## config.mk

```make
export PLATFORM = sky130hd
export DESIGN_NAME = wishbone_arbiter
export DESIGN_NICKNAME = d
export VERILOG_FILES = /design/src/rtl/wishbone_arbiter.sv
export SDC_FILE = /design/constraint.sdc
export NUM_CORES = 1
export LEC_CHECK = 0
export ABC_AREA = 1
export CORE_AREA = 2 2 124 126
export DETAILED_ROUTE_END_ITERATION = 10
export DIE_AREA = 0 0 126 128
export GPL_TIMING_DRIVEN = 0
export PLACE_DENSITY = 0.62
export REMOVE_ABC_BUFFERS = 1
export SYNTH_ARGS = -nofsm -noshare
export SYNTH_HDL_FRONTEND = slang
export SYNTH_SLANG_ARGS = --single-unit
```

## constraint.sdc

```tcl
create_clock -name clock -period 1.62 [get_ports clock]
set_input_delay 0.162 -clock clock [delete_from_list [all_inputs] [get_ports clock]]
set_output_delay 0.162 -clock clock [all_outputs]
set_load 0.01 [all_outputs]
```

## src/rtl/wishbone_arbiter.sv

```systemverilog
// Two-master, one-slave Wishbone classic arbiter.
// Round-robin arbitration with the grant held for the whole CYC. A bus watchdog
// converts a slave that never acks into a one-cycle error pulse to the owner.
module wishbone_arbiter #(
  parameter int DATA_SIZE = 32,
  parameter int ADDR_SIZE = 32,
  parameter int TIMEOUT   = 255
) (
  input  logic                   clock,
  input  logic                   reset,

  input  logic                   m0_CYC_I,
  input  logic                   m0_STB_I,
  input  logic                   m0_WE_I,
  input  logic [DATA_SIZE/8-1:0] m0_SEL_I,
  input  logic [ADDR_SIZE-1:0]   m0_ADR_I,
  input  logic [DATA_SIZE-1:0]   m0_DAT_I,
  output logic [DATA_SIZE-1:0]   m0_DAT_O,
  output logic                   m0_ACK_O,
  output logic                   m0_ERR_O,

  input  logic                   m1_CYC_I,
  input  logic                   m1_STB_I,
  input  logic                   m1_WE_I,
  input  logic [DATA_SIZE/8-1:0] m1_SEL_I,
  input  logic [ADDR_SIZE-1:0]   m1_ADR_I,
  input  logic [DATA_SIZE-1:0]   m1_DAT_I,
  output logic [DATA_SIZE-1:0]   m1_DAT_O,
  output logic                   m1_ACK_O,
  output logic                   m1_ERR_O,

  output logic                   s_CYC_O,
  output logic                   s_STB_O,
  output logic                   s_WE_O,
  output logic [DATA_SIZE/8-1:0] s_SEL_O,
  output logic [ADDR_SIZE-1:0]   s_ADR_O,
  output logic [DATA_SIZE-1:0]   s_DAT_O,
  input  logic [DATA_SIZE-1:0]   s_DAT_I,
  input  logic                   s_ACK_I,

  output logic [1:0]             grant
);

  localparam int SEL_SIZE = DATA_SIZE / 8;
  // Timer holds values up to TIMEOUT; at least one bit so the vector is legal.
  localparam int TW = (TIMEOUT < 2) ? 1 : $clog2(TIMEOUT + 1);
  localparam logic [TW-1:0] LIMIT = (TIMEOUT > 0) ? TW'(TIMEOUT - 1) : '0;
  localparam logic [TW-1:0] TMAX  = TW'(TIMEOUT);

  typedef enum logic [1:0] {
    IDLE = 2'd0,
    GNT0 = 2'd1,
    GNT1 = 2'd2,
    ERRW = 2'd3
  } state_t;

  state_t          state, state_next;
  logic            last, last_next;
  logic [TW-1:0]   timer, timer_next;

  logic                 in_gnt;
  logic                 own_cyc;
  logic                 own_stb;
  logic                 own_we;
  logic [SEL_SIZE-1:0]  own_sel;
  logic [ADDR_SIZE-1:0] own_adr;
  logic [DATA_SIZE-1:0] own_dat;
  logic                 last_cyc;
  logic                 stalled;
  logic                 expire;

  // Read data is broadcast; only the owner's ACK qualifies it.
  assign m0_DAT_O = s_DAT_I;
  assign m1_DAT_O = s_DAT_I;

  // Select the owning master's request signals; GNT1 picks master 1.
  always_comb begin
    in_gnt  = (state == GNT0) || (state == GNT1);
    own_cyc = m0_CYC_I;
    own_stb = m0_STB_I;
    own_we  = m0_WE_I;
    own_sel = m0_SEL_I;
    own_adr = m0_ADR_I;
    own_dat = m0_DAT_I;
    if (state == GNT1) begin
      own_cyc = m1_CYC_I;
      own_stb = m1_STB_I;
      own_we  = m1_WE_I;
      own_sel = m1_SEL_I;
      own_adr = m1_ADR_I;
      own_dat = m1_DAT_I;
    end
    last_cyc = last ? m1_CYC_I : m0_CYC_I;
    stalled  = in_gnt && own_cyc && own_stb && !s_ACK_I;
    expire   = (TIMEOUT > 0) && stalled && (timer == LIMIT);
  end

  // State, round-robin pointer and watchdog timer registers.
  always_ff @(posedge clock or negedge reset) begin
    if (!reset) begin
      state <= IDLE;
      last  <= 1'b1;
      timer <= '0;
    end else begin
      state <= state_next;
      last  <= last_next;
      timer <= timer_next;
    end
  end

  // Next-state logic: arbitrate in IDLE, hold while CYC, park in ERRW after a timeout.
  always_comb begin
    state_next = state;
    last_next  = last;
    case (state)
      IDLE: begin
        if (m0_CYC_I && m1_CYC_I) begin
          state_next = last ? GNT0 : GNT1;
        end else if (m0_CYC_I) begin
          state_next = GNT0;
        end else if (m1_CYC_I) begin
          state_next = GNT1;
        end
      end
      GNT0, GNT1: begin
        if (!own_cyc) begin
          state_next = IDLE;
        end else if (expire) begin
          state_next = ERRW;
        end
      end
      ERRW: begin
        if (!last_cyc) begin
          state_next = IDLE;
        end
      end
      default: state_next = IDLE;
    endcase
    if (state == IDLE && state_next == GNT0) begin
      last_next = 1'b0;
    end else if (state == IDLE && state_next == GNT1) begin
      last_next = 1'b1;
    end
  end

  // Watchdog counts stalled strobe cycles; any ack, idle strobe or expiry clears it.
  always_comb begin
    timer_next = '0;
    if ((TIMEOUT > 0) && stalled && !expire) begin
      timer_next = (timer == TMAX) ? timer : timer + TW'(1);
    end
  end

  // Slave-side mux and master responses, all gated by the current state.
  always_comb begin
    s_CYC_O  = 1'b0;
    s_STB_O  = 1'b0;
    s_WE_O   = 1'b0;
    s_SEL_O  = '0;
    s_ADR_O  = '0;
    s_DAT_O  = '0;
    m0_ACK_O = 1'b0;
    m1_ACK_O = 1'b0;
    m0_ERR_O = 1'b0;
    m1_ERR_O = 1'b0;
    grant    = 2'b00;
    case (state)
      GNT0, GNT1: begin
        s_CYC_O = own_cyc && !expire;
        s_STB_O = own_stb && !expire;
        s_WE_O  = own_we;
        s_SEL_O = own_sel;
        s_ADR_O = own_adr;
        s_DAT_O = own_dat;
        if (state == GNT0) begin
          grant    = 2'b01;
          m0_ACK_O = s_ACK_I;
          m0_ERR_O = expire;
        end else begin
          grant    = 2'b10;
          m1_ACK_O = s_ACK_I;
          m1_ERR_O = expire;
        end
      end
      ERRW: begin
        grant = last ? 2'b10 : 2'b01;
      end
      default: begin
        grant = 2'b00;
      end
    endcase
  end

endmodule

```

==> flow_summary_export.csv, run 1 <==
group,metric,value,unit
run_status,outcome,"finished, violations left",
run_status,violations,"setup timing",
finish,area_growth,128,%
drt,drt-total-wl,19900,um
grt,grtUsageMet2,35.0,%
sta,whs,0.272,ns
clock_network,clkTransAtPathRegs,0.04,ns
worst_setup_path,rrSetupSlack,-0.10,ns
sta,setup_slack,-0.268,ns
clock_network,ctsHoldBuffers,0,
drt,via_per_inst,4.43,
drt,antenna_left,0,
finish,num-fill-cells,1565,
floorplanning,die_x,126,um
grt,top_usage_layer,"met2",
grt,grt_pass1_vias,3381,
worst_setup_path,path_class,"flip-flop to output port",
job,drv_cap,0,
clock_network,htreeDepth,1,
sta,fin_crit_sh,117,%
grt,antenna_found_initial,0,
sta,maxSlewViolCount,0,
finish,nets,804,
floorplanning,fp.coreArea,14900,um^2
placement,postPlaceCellArea,4230,um^2
clock_network,clk_latency,0.24,ns
floorplanning,die_y,128,um
floorplanning,initial_core_util,15.7,%
power_and_ir_drop,max-vdd-ir-drop,0.517,mV
sta,finClkSkew,0.00180,ns
floorplanning,io_pins,318,
finish,fin_area,5310,um^2
power_and_ir_drop,pwr-share-comb,91.7,%
power_and_ir_drop,seqPwrFrac,3.8,%
synthesis,syn-cell-area,2330,um^2
finish,final_cell_mix,"clkdlybuf4s50_1 (144), nor2_1 (114), buf_2 (57)",
synthesis,synth_edf_count,0,
clock_network,clk_root_buffer_cell,"clkbuf_16",
synthesis,syn-instance-count,424,
clock_network,numCtsBuffers,3,
worst_setup_path,crit_path_start_kind,"flip-flop",
worst_setup_path,crit_end,"s_DAT_O[10]",
clock_network,cts_tree,"yes",
worst_setup_path,regToRegStartpoint,"state[1]",
worst_setup_path,reg2reg_depth,7,
synthesis,synth_top_area_share,25.0,%
placement,hpwl,14600,um
sta,max_freq,530,MHz
synthesis,synth.distinct_cells,29,
drt,first_pass_iters,4,
synthesis,synthFlopType,"dfrtp_1",
grt,grt_pass1_wl,26000,um
floorplanning,row_count,45,
synthesis,synth_top_area_cell,"nor2_1",
grt,grt.total_usage,23.0,%
worst_hold_path,worstHoldPathType,"input port to asynchronous set/reset pin",
grt,use_met1,22.8,%
drt,num_vias,3582,
power_and_ir_drop,p_switching,4.93,mW
clock_network,cts_sinks,11,
sta,final_hold_viol_count,0,
synthesis,netlist_top_cells_area,"nor2_1 (25%), buf_4 (21%), o21ai_0 (16%)",
power_and_ir_drop,p_per_area,1880,nW/um^2
sta,rsz0062_at_grt,"yes",
sta,min_period,1.89,ns
worst_setup_path,crit_start,"state[1]",
worst_setup_path,cp_max_fo,20,
power_and_ir_drop,internal-power,5.04,mW
grt,overflow,0,
placement,place_ws,-1.65,ns
drt,drc,0,
grt,met3_usage,20.2,%
sta,slew_headroom,65.2,%
drt,drtIter0Drc,113,
finish,layout-drive-gt1-share,40.0,%
placement,port_buffers,221,
power_and_ir_drop,power_frac_clock,4.5,%
worst_setup_path,rr_endpoint,"timer[1]",
clock_network,clockBufferDepth,2,
sta,finalSetupViolCount,83,
power_and_ir_drop,switching_share,49.4,%
finish,layout_commonest_cell,"clkdlybuf4s50_1",
synthesis,synth_warnings,0,
sta,tightest_slew,0.520,ns
worst_setup_path,cp.arrival,1.73,ns
synthesis,yosysSeqAreaShare,11.9,%
power_and_ir_drop,p_leak,2.32,nW
drt,wire_per_inst,24.7,um
finish,diodes,0,
synthesis,syn_area_per_cell,5.49,um^2
floorplanning,fp.dieArea,16100,um^2
worst_setup_path,cp.required,1.46,ns
synthesis,synth-async-reset-ratio,100,%
synthesis,ys_ff_latch,11,
worst_setup_path,endpoint_kind,"output port",
placement,gp_congestion,0.833,
grt,grt_max_degree,21,
==> sequential cells by signal (all words and copies together), names as in the netlist <==
signal / cells
timer: 8
state: 2
last: 1
==> synth_stat cells (all sizes together), types with 3 or more instances <==
| cell | number |
|---|---|
| inv | 23 |
| nor2 | 156 |
| nand2 | 34 |
| clkbuf | 18 |
| buf | 69 |
| ha | 6 |
| o21ai | 75 |
| a21oi | 3 |
| nor3 | 8 |
| nand3 | 15 |
| dfrtp | 10 |
==> kinds of logic after synthesis <==
| logic type | after synthesis | share of synthesized area [%] |
|---|---|---|
| adder cells (fa/ha/maj) | 6 | 3.22 |
| buffers and inverters | 111 | 29.3 |
| AND/OR/NAND/NOR | 214 | 37.5 |
| XOR/XNOR | 1 | 0.376 |
| AO/OA/AOI/OAI | 81 | 17.8 |
| flip-flops | 11 | 11.9 |
==> worst min-delay path by stage <==
stage | start | to | slack, ns | cells after the start
2_1_floorplan | reset | state[0] | -0.13 | 0
3_3_place_gp | s_DAT_I[0] | m0_DAT_O[0] | 0.32 | 0
3_5_place_dp | s_DAT_I[0] | m0_DAT_O[0] | 0.32 | 0
4_1_cts | reset | timer[0] | 0.29 | 1
5_1_grt | reset | timer[3] | 0.32 | 1
6_report | reset | timer[3] | 0.27 | 1
==> worst max-delay path, stage by stage (launching register included) <==
cell	delay [ns]
dfrtp_2	0.41
inv_2	0.07
ha_4	0.35
buf_12	0.19
o21ai_0	0.10
nor2_1	0.16
buf_4	0.18
==> power by group through the flow <==
stage	combinational, mW	clock [mW]	sequential (mW)
2_1_floorplan	2.39	0	0.370
5_1_grt	9.76	0.477	0.384
6_report	9.14	0.451	0.378
3_3_place_gp	4.76	0	0.380
4_1_cts	8.34	0.463	0.376
3_5_place_dp	6.03	0	0.388
==> layout make-up <==
class / instances / area (um^2) / share of cell area, %
Tap cell: 188 / 235 / 4.43
Inverter: 24 / 114 / 2.14
Timing Repair Buffer: 273 / 2730 / 51.4
Timing Repair inverter: 6 / 80.1 / 1.51
Sequential cell: 11 / 279 / 5.25
Multi-Input combinational cell: 302 / 1800 / 33.8
Clock buffer: 4 / 78.8 / 1.48
==> metal layers <==
metal | wire [um] | up-vias
met3 | 4020 | 32
met2 | 8410 | 257
li1 | - | 1682
met5 | 0 | -
met4 | 1060 | 0
met1 | 6450 | 1611
==> per-stage QoR <==
stage | setup TNS [ns] | power (mW) | cells | utilization [%]
2_1_floorplan | -82.65 | 2.76 | 337 | -
3_3_place_gp | -232.42 | 5.14 | 746 | 28.2
3_5_place_dp | -102.70 | 6.42 | 748 | 28.5
4_1_cts | -14.92 | 9.18 | 795 | 33.5
5_1_grt | -21.51 | 10.6 | 808 | 35.7
6_report | -15.20 | 9.97 | 808 | 35.7
==> repair_timing <==
item | 4_1_cts | 5_1_grt
pin swaps | 30 | 34
gates cloned | 17 | 1
setup buffers | 26 | 16
resized for setup | 468 | 96
setup endpoints to repair | 87 | 87
Power figures use the tool's default switching activity.
==> run 2: changes to the inputs <==
--- a/config.mk
+++ b/config.mk
@@ -6,11 +6,12 @@
 export NUM_CORES = 1
 export LEC_CHECK = 0
 export ABC_AREA = 1
-export CORE_AREA = 2 2 124 126
+export CORE_AREA = 2 2 122 124
 export DETAILED_ROUTE_END_ITERATION = 10
-export DIE_AREA = 0 0 126 128
+export DIE_AREA = 0 0 124 126
+export DONT_BUFFER_PORTS = 1
 export GPL_TIMING_DRIVEN = 0
-export PLACE_DENSITY = 0.62
+export PLACE_DENSITY = 0.34
 export REMOVE_ABC_BUFFERS = 1
 export SYNTH_ARGS = -nofsm -noshare
 export SYNTH_HDL_FRONTEND = slang
==> constraint.sdc (replaced) <==
create_clock -name clock -period 1.71 [get_ports clock]
set_input_delay 0.171 -clock clock [delete_from_list [all_inputs] [get_ports clock]]
set_output_delay 0.171 -clock clock [all_outputs]
set_load 0.01 [all_outputs]
==> run 2 against run 1 <==
The run still ends with setup timing left; clock skew rose by 0.0016 ns; register-to-register slack got worse by 0.03 ns; core utilization fell by 5.1 points; final area fell by 18%; non-clock buffer count fell by 222.
==> flow_summary_export.csv, run 2 (synthesized netlist as in run 1, its figures left out) <==
group,metric,value,unit
grt,overflow,0,
worst_setup_path,cp.arrival,1.73,ns
worst_setup_path,rr_endpoint,"timer[1]",
worst_setup_path,crit_path_start_kind,"flip-flop",
worst_setup_path,critPathSlowestCell,"dfrtp_2",
power_and_ir_drop,totalPowerFinal,11.2,mW
worst_setup_path,path_class,"flip-flop to output port",
sta,fin_crit_sh,111,%
power_and_ir_drop,p_leak,1.50,nW
finish,layout-drive-gt1-share,64.1,%
drt,drc,0,
worst_hold_path,worstHoldPathType,"input port to flip-flop",
power_and_ir_drop,p_per_area,2550,nW/um^2
drt,first_pass_iters,4,
floorplanning,row_count,44,
sta,final_hold_viol_count,0,
worst_setup_path,endpoint_kind,"output port",
finish,diodes,0,
clock_network,cts_sinks,11,
floorplanning,fp.dieArea,15600,um^2
drt,antenna_left,0,
floorplanning,die_x,124,um
grt,antenna_found_initial,0,
drt,drtIter0Drc,130,
worst_setup_path,cp_max_fo,6,
worst_setup_path,crit_start,"state[0]",
sta,max_freq,525,MHz
grt,met3_usage,20.5,%
clock_network,clockBufferDepth,2,
worst_setup_path,regToRegStartpoint,"state[0]",
drt,drt-total-wl,21400,um
run_status,outcome,"finished, violations left",
finish,final_cell_mix,"nor2_4 (81), nor2_1 (45), o21ai_2 (34)",
drt,via_per_inst,5.15,
finish,num-fill-cells,1450,
sta,slew_headroom,65.6,%
finish,largest_reg_flops,8,
grt,grtUsageMet2,41.6,%
sta,maxSlewViolCount,0,
worst_setup_path,path_cells,"inv_4 -> ha_4 -> buf_8 -> buf_16 -> buf_12 -> o21ai_4 -> nor2_4",
sta,finalSetupViolCount,83,
grt,use_met1,22.0,%
clock_network,clk_latency,0.24,ns
grt,grt_pass1_vias,2892,
finish,reg_top3,"timer (8), state (2), last (1)",
placement,hpwl,14400,um
finish,utilization,30.6,%
placement,place_inst,523,
finish,nets,585,
clock_network,clk_root_buffer_cell,"clkbuf_16",
worst_setup_path,reg2reg_depth,8,
clock_network,htreeDepth,1,
power_and_ir_drop,max-vdd-ir-drop,0.766,mV
grt,grt.total_usage,25.2,%
finish,fin_cells,585,
grt,grt_pass1_wl,25400,um
floorplanning,die_y,126,um
sta,setup_slack,-0.193,ns
clock_network,clkTransAtPathRegs,0.05,ns
drt,wire_per_inst,36.6,um
worst_setup_path,cp.required,1.54,ns
drt,num_vias,3012,
worst_setup_path,crit_end,"s_ADR_O[4]",
run_status,violations,"setup timing",
grt,top_usage_layer,"met2",
floorplanning,io_pins,318,
worst_setup_path,max_stage_delay,0.39,ns
clock_network,cts_tree,"yes",
job,drv_cap,0,
placement,port_buffers,0,
sta,tightest_slew,0.515,ns
sta,rsz0062_at_grt,"yes",
sta,finClkSkew,0.00337,ns
floorplanning,fp.coreArea,14300,um^2
floorplanning,initial_core_util,16.3,%
placement,gp_congestion,0.826,
finish,layout_commonest_cell,"nor2_4",
grt,grt_max_degree,24,
sta,min_period,1.90,ns
finish,largest_register,"timer",
finish,area_growth,88.1,%
worst_setup_path,rrSetupSlack,-0.13,ns
clock_network,numCtsBuffers,3,
[run 2: changes by cell type in the layout (fill, tap and decap cells not counted), sizes merged]
cell / before / now
clkinvlp: 0 / 1
dlygate4sd3: 0 / 1
clkbuf: 5 / 6
buf: 127 / 47
inv: 29 / 25
clkinv: 1 / 7
clkdlybuf4s50: 144 / 0
[run 2: worst min path at each step]
| stage | from | end | slack (ns) | cells after the start |
|---|---|---|---|---|
| floorplan | reset | state[0] | -0.12 | 0 |
| global placement | reset | timer[0] | -0.12 | 0 |
| detailed placement | reset | timer[0] | -0.12 | 0 |
| CTS | s_ACK_I | timer[5] | 0.10 | 3 |
| global route | s_ACK_I | timer[3] | 0.12 | 3 |
| finish | s_ACK_I | timer[5] | 0.10 | 3 |
[run 2: through the flow]
step	TNS [ns]	setup WS, ns	hold slack, ns	area, um^2
after floorplan	-75.67	-1.39	-0.125	1740
after global placement	-157.21	-2.41	-0.124	1970
after detailed placement	-46.00	-1.02	-0.124	2020
after CTS	-11.70	-0.236	0.102	3590
after global routing	-15.27	-0.258	0.121	4380
final	-10.01	-0.193	0.102	4380
[run 2: cell type report]
type | count | area (um^2) | area share (%)
clock buffer | 4 | 78.8 | 1.80
sequential | 11 | 279 | 6.37
timing repair buffer | 51 | 897 | 20.5
inverter | 24 | 113 | 2.57
tap | 184 | 230 | 5.25
multi-input combinational | 302 | 2590 | 59.1
timing repair inverter | 9 | 195 | 4.45
[run 2: power by group]
part	internal, mW	switching [mW]
Combinational	4.47	5.90
Sequential	0.313	0.0433
Clock	0.314	0.125
Total	5.09	6.07
[run 2: what timing repair did]
| action | CTS | global route |
|---|---|---|
| endpoints found under the setup margin | 85 | 85 |
| gates resized for setup | 261 | 173 |
| hold endpoints to repair | 11 | 0 |
| cloned | 21 | 3 |
| pin swaps | 37 | 53 |
| buffers inserted | 24 | 15 |
| hold buffers | 1 | 0 |
[run 2: worst max-delay path: cells and delay by family, from the launching register on]
kind | cells | cell delay (ns)
AOI/OAI and AO/OA | 1 | 0.06
buffers and inverters | 4 | 0.50
and+or+nand+nor | 1 | 0.16
adders and majority gates | 1 | 0.37
DFF | 1 | 0.39
[run 2: metal layers]
metal  wire length [um]  share of wire (%)  vias up
met5                 75               0.35        -
met4               1180                5.5        2
met3               3960                 18       54
met2              10100                 47      295
met1               6120                 29     1414
li1                   -                  -     1247
==> variant 1: new RTL, config.mk and constraints of run 2 <==
Re-encode `state_t` (4 states) as one-hot, 4 bits wide.
--- a/src/rtl/wishbone_arbiter.sv
+++ b/src/rtl/wishbone_arbiter.sv
@@ -47,11 +47,11 @@
   localparam logic [TW-1:0] LIMIT = (TIMEOUT > 0) ? TW'(TIMEOUT - 1) : '0;
   localparam logic [TW-1:0] TMAX  = TW'(TIMEOUT);
 
-  typedef enum logic [1:0] {
-    IDLE = 2'd0,
-    GNT0 = 2'd1,
-    GNT1 = 2'd2,
-    ERRW = 2'd3
+  typedef enum logic [3:0] {
+    IDLE = 4'b0001,
+    GNT0 = 4'b0010,
+    GNT1 = 4'b0100,
+    ERRW = 4'b1000
   } state_t;
 
   state_t          state, state_next;
Function: no difference found for any inputs over 4 cycles, from zero or initial values and one cycle with reset low; so few cycles prove little.
==> variant 1 against run 2 <==
Area after synthesis increased by 0.97%. The flow still finishes with violations (setup timing). Wire length is 31% lower. Critical endpoint is now s_ADR_O[12]. Critical path depth is 1 higher. Largest cell class unchanged. Via count shrank 11%. Design area down 19%. Synthesized cell count is 3.3% lower. Setup slack worse by 37 ps. Die area unchanged. Utilization decreased by 5.9 points. Sequential cell count rose by 2.
Power is not compared: it rests on default switching activity, and its combinational part moved more than twofold at a synthesized area within 25%.
==> variant 1: results (changes against run 2) <==
Final layout
  – NonClk Buf Share: 11.5% (-9.0 points)
  – Clock network share of area: 2.23% (+0.43 points)
  – Inverters, non-clock: 22 (-33%)
  – Multi-input gates: 296 (-2.0%)
  – Core Util, Final: 24.7% (-5.9 points)
  – Register Area: 329 um2 (+18%)
  – Final net count: 544 (-7.0%)
  – Layout cell share with drive strength beyond 1: 51.1% (-13 points)
  – Largest regs: timer (8), state (4), last (1)
  – # fillers: 1,531 (+5.6%)

Setup path
  – RR Endpoint: state[1]
  – Critical Path Source: state[1]
  – FF-to-FF Start: state[2]
  – Worst path max stage delay: 410 ps (+20 ps)
  – Crit path capture: s_ADR_O[12]
  – CP arrival: 1770 ps (+40 ps)
  – Worst reg2reg path depth: 10 (+2)

Timing
  – Fin Setup TNS: -12,170 ps (-2170 ps)
  – Setup Viol. Count Final: 73 (-12%)
  – Final worst slack: -231 ps (-37.5 ps)

Placement
  – Dpl cells: 509 (-2.7%)
  – DPL Wire Length: 9.72 mm (-32%)
  – Placed cell area: 2000 um2 (-1.2%)

Routing
  – DR pass1 iterations: 5 (+1)
  – Met2 wire len: 5.85 mm (-42%)
  – Routed WL per cell: 26.9 um (-26%)
  – Vias/cell: 4.89 (-5.1%)
  – Routed met1 length: 5.84 mm (-4.6%)
  – Initial DRC Count: 92 (-29%)

Clock tree
  – Post-CTS resize count: 207 (-21%)
  – Post-CTS Setup Repair Bufs: 17 (-29%)
  – Clock Sinks: 13 (+2)

Global route
  – Met2 Track Usage GR: 24.2% (-17 points)
  – All-Layer GR Usage: 17.1% (-8.1 points)
  – Met3 Track Usage GR: 15.1% (-5.3 points)
  – Largest net degree at the start of global routing: 36 (+50%)
  – First-pass GRT wire length: 18.3 mm (-28%)
  – Grt met1 use: 20.2% (-1.8 points)

Synth
  – Synth top area cells: nand2_1 24%, buf_4 21%, a21oi_1 15%
  – Post-synth top cells: 152 x nand2_1, 70 x a21oi_1, 66 x buf_4
  – Cell area after synthesis: 2350 um2 (+0.97%)
  – Netlist cell types: 26 (-10%)

Outcome
  – Status: complete, but fails checks
  – Failing checks: setup timing
## variant 1: where the power goes
group / internal (uW) / leakage (uW) / switching, uW
Clock: 315 / 0.0000382 / 132
Combinational: 1350 / 0.00105 / 2870
Sequential: 377 / 0.000172 / 64.2
Total: 2050 / 0.00126 / 3070
## variant 1: worst min path at each step
stage	slack, ps	cells after the start	from	to
after global routing	270	3	m1_CYC_I	state[0]
after floorplan	-120	0	reset	state[1]
after global placement	-120	0	reset	state[1]
after detailed placement	-120	0	reset	state[1]
after CTS	240	3	m1_CYC_I	state[0]
final	230	3	m1_CYC_I	state[0]
## variant 1: kinds of logic (layout without fill, tap and decap cells)
family / count (synthesis) / after routing / share of synthesized area, %
simple gates: 201 / 206 / 35.8
compound gates: 84 / 84 / 18.7
xor+xnor: 4 / 4 / 1.49
flops: 13 / 13 / 13.9
fa+ha+maj: 2 / 2 / 1.06
buf+inv: 106 / 55 / 29.0
==> variant 2: new RTL, settings of run 2 <==
Without the edit above. Set the parameter `TIMEOUT` to 510 (it was 255).
--- a/src/rtl/wishbone_arbiter.sv
+++ b/src/rtl/wishbone_arbiter.sv
@@ -4,7 +4,7 @@
 module wishbone_arbiter #(
   parameter int DATA_SIZE = 32,
   parameter int ADDR_SIZE = 32,
-  parameter int TIMEOUT   = 255
+  parameter int TIMEOUT   = 510
 ) (
   input  logic                   clock,
   input  logic                   reset,
Function: same outputs for any inputs over 10 cycles, from zero or initial values and one cycle with reset low; that may be too few to reach the edited logic, so the function may still have changed.
==> variant 2 against run 2 <==
The run still ends with setup timing left. Setup slack lost 11 ps. Design area shrank 0.54%. Clock skew is 2.6 ps higher. Sequential cell count up 1. Area after synthesis up 11%. Total power is 7.4% lower. Non-clock buffer count grew 21. Largest power group unchanged. Combinational power down 9%. Wire length shrank 4.0%. Synthesized cell count grew 2.4%. Clock power grew 9.8%. Sequential power is 7.0% higher. Via count shrank 0.73%.
==> variant 2: results (changes against run 2) <==
Placement
  – DPL Wire Length: 15.2 mm (+5.6%)
  – Dpl cells: 533 (+1.9%)
  – GPL Wtd Cong: 0.894 (+8.3%)

Routing
  – Total Routed Length: 20.6 mm (-4.0%)
  – Initial DRC Count: 79 (-39%)
  – Routed WL per cell: 33.7 um (-8.0%)

Timing
  – Setup Viol. Count Final: 77 (-7.2%)
  – Fin Setup TNS: -7000 ps (+3000 ps)
  – Slew of the pin with the lowest slew margin: 572 ps (+57.4 ps)
  – WHS: 142 ps (+40.0 ps)
  – Final worst slack: -205 ps (-11.2 ps)
  – Skew final: 5.95 ps (+2.59 ps)

Power
  – Max VDD drop: 0.841 mV (+9.8%)
  – Leakage: 0.00165 uW (+9.7%)

Global route
  – First-pass GRT wire length: 25.6 mm (+0.84%)
  – Largest net degree at the start of global routing: 36 (+50%)
  – Vias in the first global route: 3,030 (+4.8%)
  – All-Layer GR Usage: 24.6% (-0.59 points)

Synth
  – Cell count after synthesis: 434 (+2.4%)
  – Register area share after synthesis: 11.6% (-0.23 points)
  – Post-synth top cells: 148 x nor2_1, 72 x o21ai_0, 66 x buf_4
  – Netlist cell types: 36 (+24%)

Setup path
  – Crit Path Max Fanout: 4 (-2)
  – R2R Setup Slk: -20 ps (+110 ps)
  – RR Endpoint: state[0]
  – FF-to-FF Start: state[1]

Outcome
  – Failing checks: setup timing
  – Status: complete, but fails checks

Final layout
  – Largest regs: timer (9), state (2), last (1)
  – Layout cell share with drive strength beyond 1: 63.1% (-0.94 points)

Worst hold path
  – Hold path startpoint: m0_CYC_I
## variant 2: cell types whose count changed after synthesis, moves of 4 or more
cell and delta:
nor3_1 -5, a21oi_2 +4, nand3_4 +4, clkbuf_1 -6, nor2_1 -7, nand3_1 -6
## variant 2: cells by family after synthesis
family / share of synthesized area, %
adders and majority gates: 3.38
DFF: 11.6
xor gates and xnor gates: 1.01
AOI/OAI and AO/OA: 17.2
and+or+nand+nor: 39.9
buffers and inverters: 26.9
## variant 2: worst max path at each step
stage / slack (ps) / start / endpoint / cells past startpoint
floorplan: -1340 / state[0] / m0_ERR_O / 8
global placement: -2500 / state[0] / m0_ERR_O / 8
detailed placement: -870 / state[0] / s_STB_O / 9
CTS: -260 / state[0] / m0_ERR_O / 8
global route: -270 / state[1] / s_DAT_O[17] / 8
finish: -200 / state[1] / s_DAT_O[17] / 8
## variant 2: through the flow
| stage | worst slack (ps) | cell area (um2) |
|---|---|---|
| after global routing | -274 | 4360 |
| final | -205 | 4360 |
| after detailed placement | -870 | 2270 |
| after CTS | -259 | 3610 |
| after floorplan | -1340 | 1990 |
| after global placement | -2500 | 2220 |
## variant 2: area by class of cell
class	instances	area (um2)
flip-flops and latches	12	304
multi-input cells	310	2550
repair buffers	72	1020
well taps	184	230
repair inverters	3	43.8
clock buffers	4	88.8
fillers	1487	9960
inverters	25	116
## variant 2: layer usage
metal	track usage, %	vias up	part of all wire [%]
li1	-	1298	-
met1	19.9	1366	26
met2	42.3	275	48
met3	18.6	51	19
met4	12.9	0	6.3
met5	1.32	-	0
## variant 2: power by group through the flow
stage               sequential (uW)  combinational, uW  clock (uW)
floorplan                       376               2450           0
global placement                396               3320           0
detailed placement              397               3960           0
CTS                             377               7590         492
global route                    386              10000         506
finish                          381               9480         482
## variant 2: timing repair
item                                    CTS  global route
pin swaps                                44            52
endpoints found under the setup margin   86            84
hold buffers                              1             0
hold endpoints to repair                 12             0
resized for setup                       263            94
cloned                                    9             6
setup buffers                            36            23
## variant 2: worst register-to-register path, stage by stage, from the launching register on
cell	delay, ps
dfrtp_2	440
ha_4	180
buf_12	140
buf_12	130
nand2_8	70
nand2_8	60
nor2_8	100
nand3_4	130
buf_4	160
buf_6	110
nand2_1	50
nand2_1	40
nand2_1	50
